--- config.mk ---
export PLATFORM = sky130hd
export DESIGN_NAME = f8_regbank
export DESIGN_NICKNAME = d
export VERILOG_FILES = /design/src/rtl/f8_regbank.sv
export SDC_FILE = /design/constraint.sdc
export NUM_CORES = 1
export LEC_CHECK = 0
export ABC_CLOCK_PERIOD_IN_PS = 3900
export BUFFER_PORTS_ARGS = -buffer_cell sky130_fd_sc_hd__buf_4
export CORE_MARGIN = 3
export CORE_UTILIZATION = 62
export DETAILED_ROUTE_END_ITERATION = 7
export GPL_TIMING_DRIVEN = 1
export PLACE_DENSITY = 0.87
export SLEW_MARGIN = 40
export SYNTH_ARGS = -nofsm -noshare
export SYNTH_HDL_FRONTEND = slang
export SYNTH_SLANG_ARGS = --single-unit
--- constraint.sdc ---
create_clock -name clk -period 3.9 [get_ports clk]
set_input_delay 0.195 -clock clk [delete_from_list [all_inputs] [get_ports clk]]
set_output_delay 0.195 -clock clk [all_outputs]
set_load 0.01 [all_outputs]
--- src/rtl/f8_regbank.sv ---
// rtl/f8_regbank.sv - banked register file with bypassed reads, byte-lane writes and bank copy engine
//
// Purpose: NBANKS banks of NREGS x WIDTH registers; one bank is active at a time.
// Ports:
//   clk, reset                 clock, synchronous active-high reset
//   rd_addr_a/b -> rd_data_a/b combinational reads of the active bank (out of range reads 0)
//   rd_next_a/b                read value with this cycle's write bypassed in per byte lane
//   wr_addr, wr_data, wr_be    byte-lane write into the active bank
//   bank_sw_valid, bank_sw_id  select a new active bank (rejected while copying)
//   copy_start, copy_dst       copy the active bank into copy_dst, one register per cycle
//   active_bank                currently selected bank
//   copy_busy, copy_done       copy engine not idle / one-cycle completion pulse
//   err                        one-cycle pulse, the cycle after any rejected request
module f8_regbank #(
  parameter int NREGS  = 3,
  parameter int WIDTH  = 16,
  parameter int NBANKS = 2,
  localparam int AW = (NREGS > 1) ? $clog2(NREGS) : 1,
  localparam int BW = (NBANKS > 1) ? $clog2(NBANKS) : 1,
  localparam int NB = WIDTH / 8
) (
  input  logic             clk,
  input  logic             reset,
  input  logic [AW-1:0]    rd_addr_a,
  input  logic [AW-1:0]    rd_addr_b,
  output logic [WIDTH-1:0] rd_data_a,
  output logic [WIDTH-1:0] rd_data_b,
  output logic [WIDTH-1:0] rd_next_a,
  output logic [WIDTH-1:0] rd_next_b,
  input  logic [AW-1:0]    wr_addr,
  input  logic [WIDTH-1:0] wr_data,
  input  logic [NB-1:0]    wr_be,
  input  logic             bank_sw_valid,
  input  logic [BW-1:0]    bank_sw_id,
  input  logic             copy_start,
  input  logic [BW-1:0]    copy_dst,
  output logic [BW-1:0]    active_bank,
  output logic             copy_busy,
  output logic             copy_done,
  output logic             err
);

  localparam logic [AW:0]   NREGS_W  = (AW+1)'(NREGS);
  localparam logic [BW:0]   NBANKS_W = (BW+1)'(NBANKS);
  localparam logic [AW-1:0] LAST_IDX = AW'(NREGS - 1);

  typedef enum logic [1:0] {ST_IDLE, ST_COPY, ST_DONE} state_t;

  state_t           state_q;
  logic [BW-1:0]    active_q;
  logic [BW-1:0]    src_q;
  logic [BW-1:0]    dst_q;
  logic [AW-1:0]    idx_q;
  logic             err_q;
  logic [WIDTH-1:0] regs_q [NBANKS][NREGS];

  logic [WIDTH-1:0] wr_mask;
  logic             rd_ok_a, rd_ok_b, wr_ok;
  logic [AW-1:0]    rd_idx_a, rd_idx_b, wr_idx;
  logic             wr_en, sw_accept, copy_accept, reject;
  logic             copy_hit;
  logic [WIDTH-1:0] wr_val, copy_val;

  function automatic logic [WIDTH-1:0] lane_merge(input logic [WIDTH-1:0] old_v,
                                                  input logic [WIDTH-1:0] new_v,
                                                  input logic [WIDTH-1:0] mask);
    return (old_v & ~mask) | (new_v & mask);
  endfunction

  for (genvar i = 0; i < NB; i++) begin : g_mask
    assign wr_mask[8*i +: 8] = {8{wr_be[i]}};
  end

  // Out-of-range addresses are clamped to 0 so the array is never indexed past its end.
  assign rd_ok_a  = {1'b0, rd_addr_a} < NREGS_W;
  assign rd_ok_b  = {1'b0, rd_addr_b} < NREGS_W;
  assign wr_ok    = {1'b0, wr_addr} < NREGS_W;
  assign rd_idx_a = rd_ok_a ? rd_addr_a : '0;
  assign rd_idx_b = rd_ok_b ? rd_addr_b : '0;
  assign wr_idx   = wr_ok ? wr_addr : '0;

  assign rd_data_a = rd_ok_a ? regs_q[active_q][rd_idx_a] : '0;
  assign rd_data_b = rd_ok_b ? regs_q[active_q][rd_idx_b] : '0;
  assign rd_next_a = (wr_addr == rd_addr_a) ? lane_merge(rd_data_a, wr_data, wr_mask) : rd_data_a;
  assign rd_next_b = (wr_addr == rd_addr_b) ? lane_merge(rd_data_b, wr_data, wr_mask) : rd_data_b;

  assign wr_en  = wr_ok && (wr_be != '0);
  assign wr_val = lane_merge(regs_q[active_q][wr_idx], wr_data, wr_mask);

  // The copied value is the source register as it will be after this edge,
  // so a write landing in the same cycle is carried into the destination.
  assign copy_hit = wr_en && (active_q == src_q) && (wr_addr == idx_q);
  assign copy_val = copy_hit ? wr_val : regs_q[src_q][idx_q];

  assign sw_accept   = bank_sw_valid && ({1'b0, bank_sw_id} < NBANKS_W) && (state_q == ST_IDLE);
  assign copy_accept = copy_start && (state_q == ST_IDLE) &&
                       ({1'b0, copy_dst} < NBANKS_W) && (copy_dst != active_q);
  assign reject      = ((wr_be != '0) && !wr_ok) ||
                       (bank_sw_valid && !sw_accept) ||
                       (copy_start && !copy_accept);

  always_ff @(posedge clk) begin
    if (reset) begin
      state_q  <= ST_IDLE;
      active_q <= '0;
      src_q    <= '0;
      dst_q    <= '0;
      idx_q    <= '0;
      err_q    <= 1'b0;
      for (int b = 0; b < NBANKS; b++) begin
        for (int r = 0; r < NREGS; r++) begin
          regs_q[b][r] <= '0;
        end
      end
    end else begin
      err_q <= reject;
      // Write uses the pre-switch bank; a switch in the same cycle only affects later cycles.
      if (wr_en) regs_q[active_q][wr_idx] <= wr_val;
      if (sw_accept) active_q <= bank_sw_id;
      case (state_q)
        ST_IDLE: begin
          if (copy_accept) begin
            state_q <= ST_COPY;
            src_q   <= active_q;
            dst_q   <= copy_dst;
            idx_q   <= '0;
          end
        end
        ST_COPY: begin
          regs_q[dst_q][idx_q] <= copy_val;
          if (idx_q == LAST_IDX) state_q <= ST_DONE;
          else                   idx_q   <= idx_q + AW'(1);
        end
        ST_DONE: state_q <= ST_IDLE;
        default: state_q <= ST_IDLE;
      endcase
    end
  end

  assign active_bank = active_q;
  assign copy_busy   = (state_q != ST_IDLE);
  assign copy_done   = (state_q == ST_DONE);
  assign err         = err_q;

endmodule

==> summary.txt, run 1 <==
Critical path
  – Crit start category: flip-flop
  – Crit path DAT: 2980 ps
  – CP required: 3960 ps
  – Crit end category: flip-flop
  – Critical path's slowest cell: o21a_1
  – Most frequent CP cell: nand3_1
  – Crit path cell chain: nor2b_1 > nand3_1 > nand3_1 > o21a_1 > o22ai_1
  – Max incr delay on CP: 610 ps
  – Crit Path Class: reg2reg
  – Max FO, Critical Path: 13

Final layout
  – Most frequent cells in the layout: buf_4, o22ai_1, edfxtp_1
  – Design Area, Final: 8950 µm²
  – # fillers: 787
  – Ant diodes: 0
  – Multi-input logic area: 4390 µm²
  – Final non-filler cell total: 951
  – Area Growth Syn to Fin: 14.8%
  – Share of cells above drive strength 1: 31.9%
  – Commonest non-fill, non-tap cell in the layout: buf_4
  – Register area: 3090 µm²
  – Nets: 814

GRT
  – Vias in the first global route: 7039
  – Total GRT Usage: 35.7%
  – Initial antenna violation count: 0
  – Largest net degree at the start of global routing: 54
  – Final global-route overflow total: 0
  – Global-route wire length before repair: 38900 µm

Run
  – MaxCap Viol Count: 0

STA
  – Tmin final: 2920 ps
  – Slew headroom: 38.9%
  – Final period utilization: 74.9%
  – Setup_tns: 0 ps
  – Hold Worst Slack: 134 ps
  – Clk_skew: 6.95 ps
  – Measured slew at the worst slew-check pin: 909 ps
  – Max frequency: 342 MHz
  – Final setup viols: 0
  – Max-slew violations: 0
  – RSZ-0062 raised after global routing: false
  – Final hold vios: 0

Yosys
  – Dominant register cell in the synthesized netlist: edfxtp_1
  – Syn Area/Cell: 11.0 µm²
  – Mux contribution to synthesized area: 23.7%
  – Synth cell types: 57
  – Synth Area in Compound Gates: 22.1%
  – YS warnings: 0
  – Largest family of logic cells by synthesized area: multiplexers
  – Seq/Total Area, Yosys: 39.6%
  – Post-synth EDFFs: 96
  – Synth Area in XOR/XNOR: 0.899%
  – Simple-Gate Fraction of Synth Area: 8.27%
  – Cell area after synthesis: 7790 µm²
  – Mapped Nets: 744
  – Async SR Flop Fraction: 0%
  – Synth Area in Adders: 0.964%
  – FF+latch count, synth: 106
  – Synth Instances: 708

Pwr
  – Maximum VDD drop: 0.201 mV
  – Pwr Density: 381 nW/µm²
  – Leak: 0.00324 µW

CTS
  – Root Driver: clkbuf_16
  – CTS Hold Bufs: 0
  – CTS tree: yes
  – Clock slew at reported path FFs: 70 ps
  – Setup bufs post-CTS: 0
  – Clock latency on the worst-skew pair: 360 ps
  – H-tree Lvls: 3
  – Clock sink count: 106
  – Largest buffer count on any clock path: 2
  – PostCTS Resize Cnt: 0
  – CTS buffer count: 9

Floorplanning
  – I/O pins: 98
  – Die W: 118 µm
  – Die Span Y: 118 µm
  – Core Region: 12200 µm²
  – Starting density of the core: 64.1%
  – Rows: 40
  – Die area: 13900 µm²

Run status
  – Failing checks: design-rule violations
  – Outcome: complete, but fails checks

Drt
  – Top Layer Used: met4
  – Met2 wire length: 11600 µm
  – Routed met1 length: 8680 µm
  – Drt pass-1 iters: 8
  – DRC viols: 3
  – DR vias: 7328
  – Via-to-Cell Ratio: 7.71
  – 1st-iter DRT viols: 1337
  – Routed WL per cell: 26.7 µm
  – Antenna-violating nets left: 0
  – Met3 Wirelength: 3970 µm
  – Post-Route WL: 25400 µm

Placement
  – # placed instances: 934
  – GPL Wtd Cong: 0.950
  – IO buf count: 97
  – DP HPWL: 17500 µm
  – Placed cell area: 8600 µm²

Worst hold path
  – HP Class: in2reg
-- worst max-delay path: cells and delay by family (launching register included) --
kind | cells | cell delay, ps
simple gates | 3 | 1360
compound gates | 2 | 830
flops | 1 | 440
-- through the flow --
stage          util (%)  setup WS, ps  total power (µW)
2_1_floorplan         -          1250              2050
3_3_place_gp       70.7          1280              2340
3_5_place_dp       70.7          1150              2390
4_1_cts            73.4           954              3350
5_1_grt            73.6           813              3490
6_report           73.6           979              3410
-- flip-flops by register name, indices dropped and copies added (netlist names), named ones only --
signal and flops:
src_q 1, idx_q 2, regs_q 96, state_q 2
active_bank 1, dst_q 1, err 1
-- final timing paths --
path | endpoint | slack (ps) | cells past startpoint | startpoint
hold reg to reg | flip-flop | 540 | 2 | src_q
setup reg to reg | regs_q[0][14] | 980 | 5 | state_q[0]
hold / removal | err | 130 | 3 | bank_sw_valid
setup / recovery | regs_q[0][14] | 980 | 5 | state_q[0]
-- synthesized netlist by cell type, types with 7 or more instances --
master       n  share of area (%)
dfxtp_1     10                2.6
buf_2       16                1.0
nor2b_1      7               0.56
nand3_1     10               0.64
o21a_1      16                1.5
xor2_1       7               0.79
nand2_1     55                2.6
nor2_1      27                1.3
a21oi_1     10               0.64
o2bb2ai_1   16                1.8
o22ai_2     14                2.2
edfxtp_1    96                 37
clkbuf_1    32                1.5
and2_1       9               0.72
mux2_2      49                7.1
mux2i_1     45                5.8
o22ai_1    105                8.4
mux4_2      32                9.3
inv_1       11               0.53
and3_1       7               0.56
o21ai_0     54                3.5
-- cell families (layout without fill, tap and decap cells) --
group,Yosys count,in the layout
AO/OA/AOI/OAI,249,249
AND/OR/NAND/NOR,136,136
multiplexers,132,132
flip-flops,106,106
buffers and inverters,71,146
XOR/XNOR,8,8
adder cells (fa/ha/maj),6,6
-- cell type report --
cell class	instances	share of cell area [%]
Tap cell	168	2.35
Multi-Input combinational cell	531	49.0
Sequential cell	106	34.5
Timing Repair Buffer	118	10.0
Inverter	12	0.503
Clock inverter	7	1.03
Clock buffer	9	2.52
-- report_power, final --
part           switching (µW)  internal (µW)  total, µW
clock                     423            562        985
combinational             570            445       1010
sequential               77.5           1330       1410
total                    1070           2340       3410
-- routing by layer --
metal / GRT usage [%] / vias up
li1: - / 2981
met2: 55.5 / 773
met3: 12.6 / 154
met4: 16.1 / 0
met1: 44.9 / 3420
met5: 0 / -
Note: power is estimated with default switching activity, not from simulation.
==> run 2: changes to the inputs <==
--- a/config.mk
+++ b/config.mk
@@ -5,13 +5,13 @@
 export SDC_FILE = /design/constraint.sdc
 export NUM_CORES = 1
 export LEC_CHECK = 0
-export ABC_CLOCK_PERIOD_IN_PS = 3900
+export ABC_CLOCK_PERIOD_IN_PS = 2950
 export BUFFER_PORTS_ARGS = -buffer_cell sky130_fd_sc_hd__buf_4
 export CORE_MARGIN = 3
-export CORE_UTILIZATION = 62
+export CORE_UTILIZATION = 59
 export DETAILED_ROUTE_END_ITERATION = 7
 export GPL_TIMING_DRIVEN = 1
-export PLACE_DENSITY = 0.87
+export PLACE_DENSITY = 0.83
 export SLEW_MARGIN = 40
 export SYNTH_ARGS = -nofsm -noshare
 export SYNTH_HDL_FRONTEND = slang
==> constraint.sdc (replaced) <==
create_clock -name clk -period 2.95 [get_ports clk]
set_input_delay 0.1475 -clock clk [delete_from_list [all_inputs] [get_ports clk]]
set_output_delay 0.1475 -clock clk [all_outputs]
set_load 0.01 [all_outputs]
==> summary.txt, run 2 (synthesis gave the netlist of run 1 again) <==
Critical path
  – Crit start category: flip-flop
  – R2R Path Start: state_q[0]
  – Crit Path Class: reg2reg
  – Setup crit start: state_q[0]
  – Reg2reg path depth: 5 (unchanged)
  – Max FO, Critical Path: 11 (-2)
  – CP required: 3030 ps (-930 ps)
  – R2R setup slack: 520 ps (-460 ps)
  – RR Endpoint: regs_q[1][39]
  – Crit end category: flip-flop
  – Crit path DAT: 2510 ps (-470 ps)
  – Worst Setup EP: regs_q[1][39]

Floorplanning
  – Die Span Y: 121 µm (+2.4%)
  – Rows: 41 (+2.5%)
  – Die area: 14600 µm² (+4.8%)
  – I/O pins: 98 (unchanged)
  – Die W: 121 µm (+2.4%)
  – Core Region: 12800 µm² (+5.0%)
  – Starting density of the core: 61.0% (-3.1 points)

GRT
  – Largest net degree at the start of global routing: 35 (-35%)
  – Total GRT Usage: 34.0% (-1.7 points)
  – Global-route wire length before repair: 38200 µm (-1.8%)
  – Initial antenna violation count: 0 (unchanged)
  – Final global-route overflow total: 0 (unchanged)
  – Vias in the first global route: 6889 (-2.1%)

STA
  – Final setup viols: 0 (unchanged)
  – Hold Worst Slack: 83.7 ps (-49.9 ps)
  – Measured slew at the worst slew-check pin: 805 ps (-105 ps)
  – Setup_tns: 0 ps (unchanged)
  – Max frequency: 411 MHz (+20%)
  – Max-slew violations: 0 (unchanged)
  – RSZ-0062 raised after global routing: false
  – Final period utilization: 82.5% (+7.6 points)
  – Tmin final: 2430 ps (-488 ps)
  – Final hold vios: 0 (unchanged)
  – Slew headroom: 46.4% (+7.5 points)
  – Clk_skew: 9.96 ps (+3.00 ps)

Drt
  – Routed WL per cell: 25.5 µm (-4.6%)
  – DRC viols: 0 (-3)
  – Antenna-violating nets left: 0 (unchanged)
  – 1st-iter DRT viols: 1146 (-14%)
  – Via-to-Cell Ratio: 7.35 (-4.6%)
  – Post-Route WL: 24800 µm (-2.4%)
  – Drt pass-1 iters: 7 (-1)
  – DR vias: 7151 (-2.4%)

Final layout
  – Ant diodes: 0 (unchanged)
  – Most frequent cells in the layout: buf_4, o22ai_1, edfxtp_1
  – # fillers: 898 (+14%)
  – Max reg flops: 96 (unchanged)
  – Largest Register: regs_q
  – Area Growth Syn to Fin: 16.4%
  – Share of cells above drive strength 1: 32.6% (+0.66 points)
  – Commonest non-fill, non-tap cell in the layout: buf_4
  – Top flop regs: regs_q: 96 flops, idx_q: 2 flops, state_q: 2 flops
  – Nets: 832 (+2.2%)

CTS
  – Clock slew at reported path FFs: 70 ps (about the same)
  – Largest buffer count on any clock path: 2 (unchanged)
  – Clock sink count: 106 (unchanged)
  – CTS tree: yes
  – Setup bufs post-CTS: 0 (unchanged)
  – PostCTS Resize Cnt: 0 (unchanged)
  – Clock latency on the worst-skew pair: 350 ps (about the same)
  – Root Driver: clkbuf_16
  – H-tree Lvls: 3 (unchanged)
  – CTS buffer count: 9 (unchanged)
  – CTS Hold Bufs: 0 (unchanged)

Pwr
  – Leak: 0.00333 µW (+2.7%)
  – Pwr Density: 485 nW/µm² (+27%)
  – Maximum VDD drop: 0.336 mV (+67%)

Placement
  – GPL Wtd Cong: 0.939 (-1.2%)
  – IO buf count: 97 (unchanged)
  – DP HPWL: 17700 µm (+1.2%)

Run
  – MaxCap Viol Count: 0 (unchanged)

Run status
  – Outcome: completed

Worst hold path
  – HP Class: in2reg
## run 2: final cells by class
class,instances,area (µm²),share of cell area (%)
clock buffers,13,240,2.65
clock inverters,3,40.0,0.441
inverters,12,45.0,0.497
multi-input cells,531,4370,48.2
flip-flops and latches,106,3090,34.0
well taps,172,215,2.37
repair buffers,136,1070,11.8
## run 2: how the worst min path moves through the flow
stage	startpoint	endpoint	slack, ps	cells past startpoint
after floorplan	copy_dst	dst_q	300	2
after global placement	bank_sw_valid	err	450	3
after detailed placement	bank_sw_valid	err	450	3
after CTS	bank_sw_valid	err	90	3
after global routing	bank_sw_valid	err	110	3
final	bank_sw_valid	err	80	3
## run 2: metal layers
| layer | vias up | wire (µm) | part of all wire [%] | GRT usage (%) |
|---|---|---|---|---|
| li1 | 3011 | - | - | - |
| met1 | 3428 | 8810 | 36 | 44.5 |
| met2 | 620 | 11200 | 45 | 52.3 |
| met3 | 92 | 3820 | 15 | 11.4 |
| met4 | 0 | 937 | 3.8 | 14.1 |
| met5 | - | 0 | 0 | 0 |
## run 2: power by group
part	internal (µW)	leakage [µW]	switching, µW
logic	616	0.00211	751
clock network	658	0.000138	527
registers	1760	0.00108	83.7
## run 2: per-stage QoR
| step | instance area (µm²) | util [%] | cells | total power (µW) | setup slack, ps |
|---|---|---|---|---|---|
| global placement | 8790 | 68.8 | 957 | 3150 | 511 |
| CTS | 9070 | 71.0 | 973 | 4350 | 543 |
| detailed placement | 8790 | 68.8 | 957 | 3200 | 441 |
| floorplan | 7790 | - | 708 | 2710 | 296 |
| global route | 9070 | 71.0 | 973 | 4540 | 334 |
| finish | 9070 | 71.0 | 973 | 4400 | 516 |
## run 2: critical path, stage by stage, from the launching register on
cell and delay [ps]:
dfxtp_1 420, nor2b_1 520, nand3_1 490, and4_1 410
a21oi_1 200, o22ai_1 120
==> run 3: changes to the inputs <==
--- a/config.mk
+++ b/config.mk
@@ -5,10 +5,11 @@
 export SDC_FILE = /design/constraint.sdc
 export NUM_CORES = 1
 export LEC_CHECK = 0
-export ABC_CLOCK_PERIOD_IN_PS = 2950
+export ABC_AREA = 1
+export ABC_CLOCK_PERIOD_IN_PS = 2300
 export BUFFER_PORTS_ARGS = -buffer_cell sky130_fd_sc_hd__buf_4
 export CORE_MARGIN = 3
-export CORE_UTILIZATION = 59
+export CORE_UTILIZATION = 60
 export DETAILED_ROUTE_END_ITERATION = 7
 export GPL_TIMING_DRIVEN = 1
 export PLACE_DENSITY = 0.83
==> constraint.sdc (replaced) <==
create_clock -name clk -period 2.3 [get_ports clk]
set_input_delay 0.115 -clock clk [delete_from_list [all_inputs] [get_ports clk]]
set_output_delay 0.115 -clock clk [all_outputs]
set_load 0.01 [all_outputs]
==> summary.txt, run 3 <==
CTS
  – Clock slew at reported path FFs: 80 ps (about the same)
  – Clock latency on the worst-skew pair: 350 ps (about the same)
  – CTS tree: yes
  – Clock sink count: 106 (unchanged)
  – Root Driver: clkbuf_16
  – Setup bufs post-CTS: 0 (unchanged)
  – CTS buffer count: 9 (unchanged)
  – H-tree Lvls: 3 (unchanged)
  – CTS Hold Bufs: 0 (unchanged)
  – Largest buffer count on any clock path: 2 (unchanged)

Pwr
  – Maximum VDD drop: 0.476 mV (+42%)
  – Internal Power: 4050 µW (+33%)
  – Sw frac: 35.6% (+4.6 points)
  – Clock power frac: 28.7% (+1.8 points)
  – Combinational share of power: 33.7% (+2.6 points)
  – Pwr Density: 621 nW/µm² (+28%)
  – Reg power frac: 37.6% (-4.4 points)
  – Switching power: 2230 µW (+64%)
  – Leak: 0.00504 µW (+51%)

STA
  – RSZ-0062 raised after global routing: false
  – Setup_tns: 0 ps (unchanged)
  – Final hold vios: 0 (unchanged)
  – Max-slew violations: 0 (unchanged)
  – Final setup viols: 0 (unchanged)
  – Tmin final: 2200 ps
  – Slew headroom: 46.7% (+0.35 points)
  – Measured slew at the worst slew-check pin: 791 ps (-13.6 ps)
  – Clk_skew: 8.52 ps (-1.43 ps)
  – Max frequency: 454 MHz
  – Final period utilization: 95.8%

Yosys
  – Synth Instances: 1288 (+82%)
  – Most frequent cell after synthesis: nand2_1
  – Cell area after synthesis: 8710 µm² (+12%)
  – Mapped Nets: 1324 (+78%)
  – Dominant register cell in the synthesized netlist: edfxtp_1
  – Seq/Total Area, Yosys: 35.4% (-4.2 points)
  – Post-synth top cells: nand2_1, nand3_1, edfxtp_1
  – YS warnings: 0 (unchanged)
  – Synth cell types: 41 (-28%)
  – Post-synth EDFFs: 96 (unchanged)
  – Syn Area/Cell: 6.76 µm² (-39%)
  – FF+latch count, synth: 106 (unchanged)
  – Async SR Flop Fraction: 0% (unchanged)
  – Yosys top cell by area: edfxtp_1
  – Yosys top cell area share: 33.1% (-3.9 points)
  – Largest cells by area after synthesis: edfxtp_1, nand2_1, nand3_1

Drt
  – DR vias: 9704 (+36%)
  – Antenna-violating nets left: 0 (unchanged)
  – Post-Route WL: 31300 µm (+26%)
  – 1st-iter DRT viols: 1299 (+13%)
  – Drt pass-1 iters: 7 (unchanged)
  – Via-to-Cell Ratio: 6.18 (-16%)
  – DRC viols: 0 (unchanged)
  – Routed WL per cell: 19.9 µm (-22%)

Final layout
  – Commonest non-fill, non-tap cell in the layout: nand2_1
  – Nets: 1421 (+71%)
  – Top flop regs: regs_q: 96 flops, idx_q: 2 flops, state_q: 2 flops
  – Area Growth Syn to Fin: 16.2%
  – Final Util: 72.1% (+1.0 points)
  – Ant diodes: 0 (unchanged)
  – # fillers: 1208 (+35%)
  – Largest Register: regs_q
  – Share of cells above drive strength 1: 16.8% (-16 points)
  – Most frequent cells in the layout: nand2_1, nand3_1, buf_4
  – Max reg flops: 96 (unchanged)
  – Design Area, Final: 10100 µm² (+12%)

Critical path
  – Crit end category: output port
  – Crit path cell chain: o21ai_0 > nand2_1 > nand3_1 > nand2_1 > o22ai_1 > buf_4
  – Crit path DAT: 2090 ps (-420 ps)
  – Most frequent CP cell: nand2_1
  – Max incr delay on CP: 670 ps (+150 ps)
  – Critical path's slowest cell: o21ai_0
  – Crit start category: flip-flop
  – Max FO, Critical Path: 19 (+8)
  – Crit Path Class: reg2out
  – CP required: 2180 ps (-850 ps)

Placement
  – IO buf count: 97 (unchanged)
  – GPL Wtd Cong: 0.932 (-0.71%)
  – Placed cell area: 9770 µm² (+11%)
  – DP HPWL: 22400 µm (+27%)

GRT
  – Grt peak-use layer: met2
  – Met3 GRT Util: 15.2% (+3.8 points)
  – Vias in the first global route: 8938 (+30%)
  – Final global-route overflow total: 0 (unchanged)
  – Total GRT Usage: 38.1% (+4.1 points)
  – Met1 Usage GRT: 51.8% (+7.4 points)
  – M2 GR Usage: 54.9% (+2.6 points)
  – Global-route wire length before repair: 48100 µm (+26%)
  – Largest net degree at the start of global routing: 39 (+11%)
  – Initial antenna violation count: 0 (unchanged)

Floorplanning
  – Core Region: 14000 µm² (+9.9%)
  – Starting density of the core: 62.0% (+1.0 points)
  – Die W: 126 µm (+4.6%)
  – Rows: 43 (+4.9%)
  – Die area: 16000 µm² (+9.4%)
  – Die Span Y: 126 µm (+4.6%)
  – I/O pins: 98 (unchanged)

Run
  – MaxCap Viol Count: 0 (unchanged)

Run status
  – Outcome: completed

Worst hold path
  – HP Class: in2reg
==> run 3: changes by cell type after synthesis, moves of 19 or more <==
cell / previous run / this run
mux2i_1: 45 / 0
nand2_1: 55 / 475
mux2_2: 49 / 1
inv_1: 11 / 71
o22ai_1: 105 / 28
nor2_1: 27 / 92
mux4_2: 32 / 0
o211ai_1: 0 / 19
nand3_1: 10 / 260
==> run 3: timing repair <==
action,in CTS,in global routing
pin swaps,0,0
gates resized for setup,1,2
setup endpoints to repair,3,23
==> run 3: stage by stage <==
step / total power (µW) / hold WS [ps] / instances / worst slack, ps
floorplan: 3640 / 204 / 1288 / 43.7
global placement: 4400 / 399 / 1554 / 220
detailed placement: 4430 / 397 / 1554 / 148
CTS: 6190 / 37.0 / 1570 / 24.7
global route: 6510 / 60.0 / 1570 / 3.03
finish: 6280 / 38.0 / 1570 / 97.2
==> run 3: final cells by class <==
cell class / count / area (µm²) / area share, %
Inverter: 88 / 343 / 3.39
Clock buffer: 10 / 229 / 2.26
Sequential cell: 106 / 3090 / 30.5
Multi-Input combinational cell: 1029 / 4920 / 48.7
Timing Repair Buffer: 151 / 1200 / 11.8
Clock inverter: 6 / 114 / 1.13
Tap cell: 180 / 225 / 2.23
==> run 3: critical path: cells and delay by family (launching register included) <==
family                 cells  cell delay, ps
AOI/OAI and AO/OA          2             810
and+or+nand+nor            3             330
DFF                        1             440
buffers and inverters      1             150
==> run 3: power by group through the flow <==
stage	registers [µW]	clock network [µW]	logic [µW]
6_report	2360	1800	2120
2_1_floorplan	2360	0	1280
3_5_place_dp	2400	0	2040
5_1_grt	2370	1860	2280
3_3_place_gp	2390	0	2010
4_1_cts	2350	1790	2050
==> run 3: path summary, 6_finish.rpt <==
path | startpoint | endpoint | slack, ps | depth (start not counted)
setup / recovery | flip-flop | rd_next_b[11] | 100 | 6
hold reg to reg | src_q | src_q | 550 | 2
hold / removal | copy_dst | dst_q | 40 | 3
setup reg to reg | flip-flop | regs_q[0][15] | 170 | 8
==> run 3: cell families (layout without fill, tap and decap cells) <==
| family | count (synthesis) | after routing | synth area share (%) |
|---|---|---|---|
| simple gates | 891 | 891 | 46.6 |
| buf+inv | 153 | 255 | 8.15 |
| compound gates | 128 | 128 | 8.51 |
| flops | 106 | 106 | 35.4 |
| fa+ha+maj | 6 | 6 | 0.862 |
| xor+xnor | 3 | 3 | 0.302 |
| mux | 1 | 1 | 0.129 |
==> run 3: metal layers <==
| layer | share of wire, % | vias to the layer above |
|---|---|---|
| met4 | 3.4 | 0 |
| met3 | 17 | 108 |
| li1 | - | 4524 |
| met2 | 41 | 809 |
| met5 | 0 | - |
| met1 | 38 | 4263 |
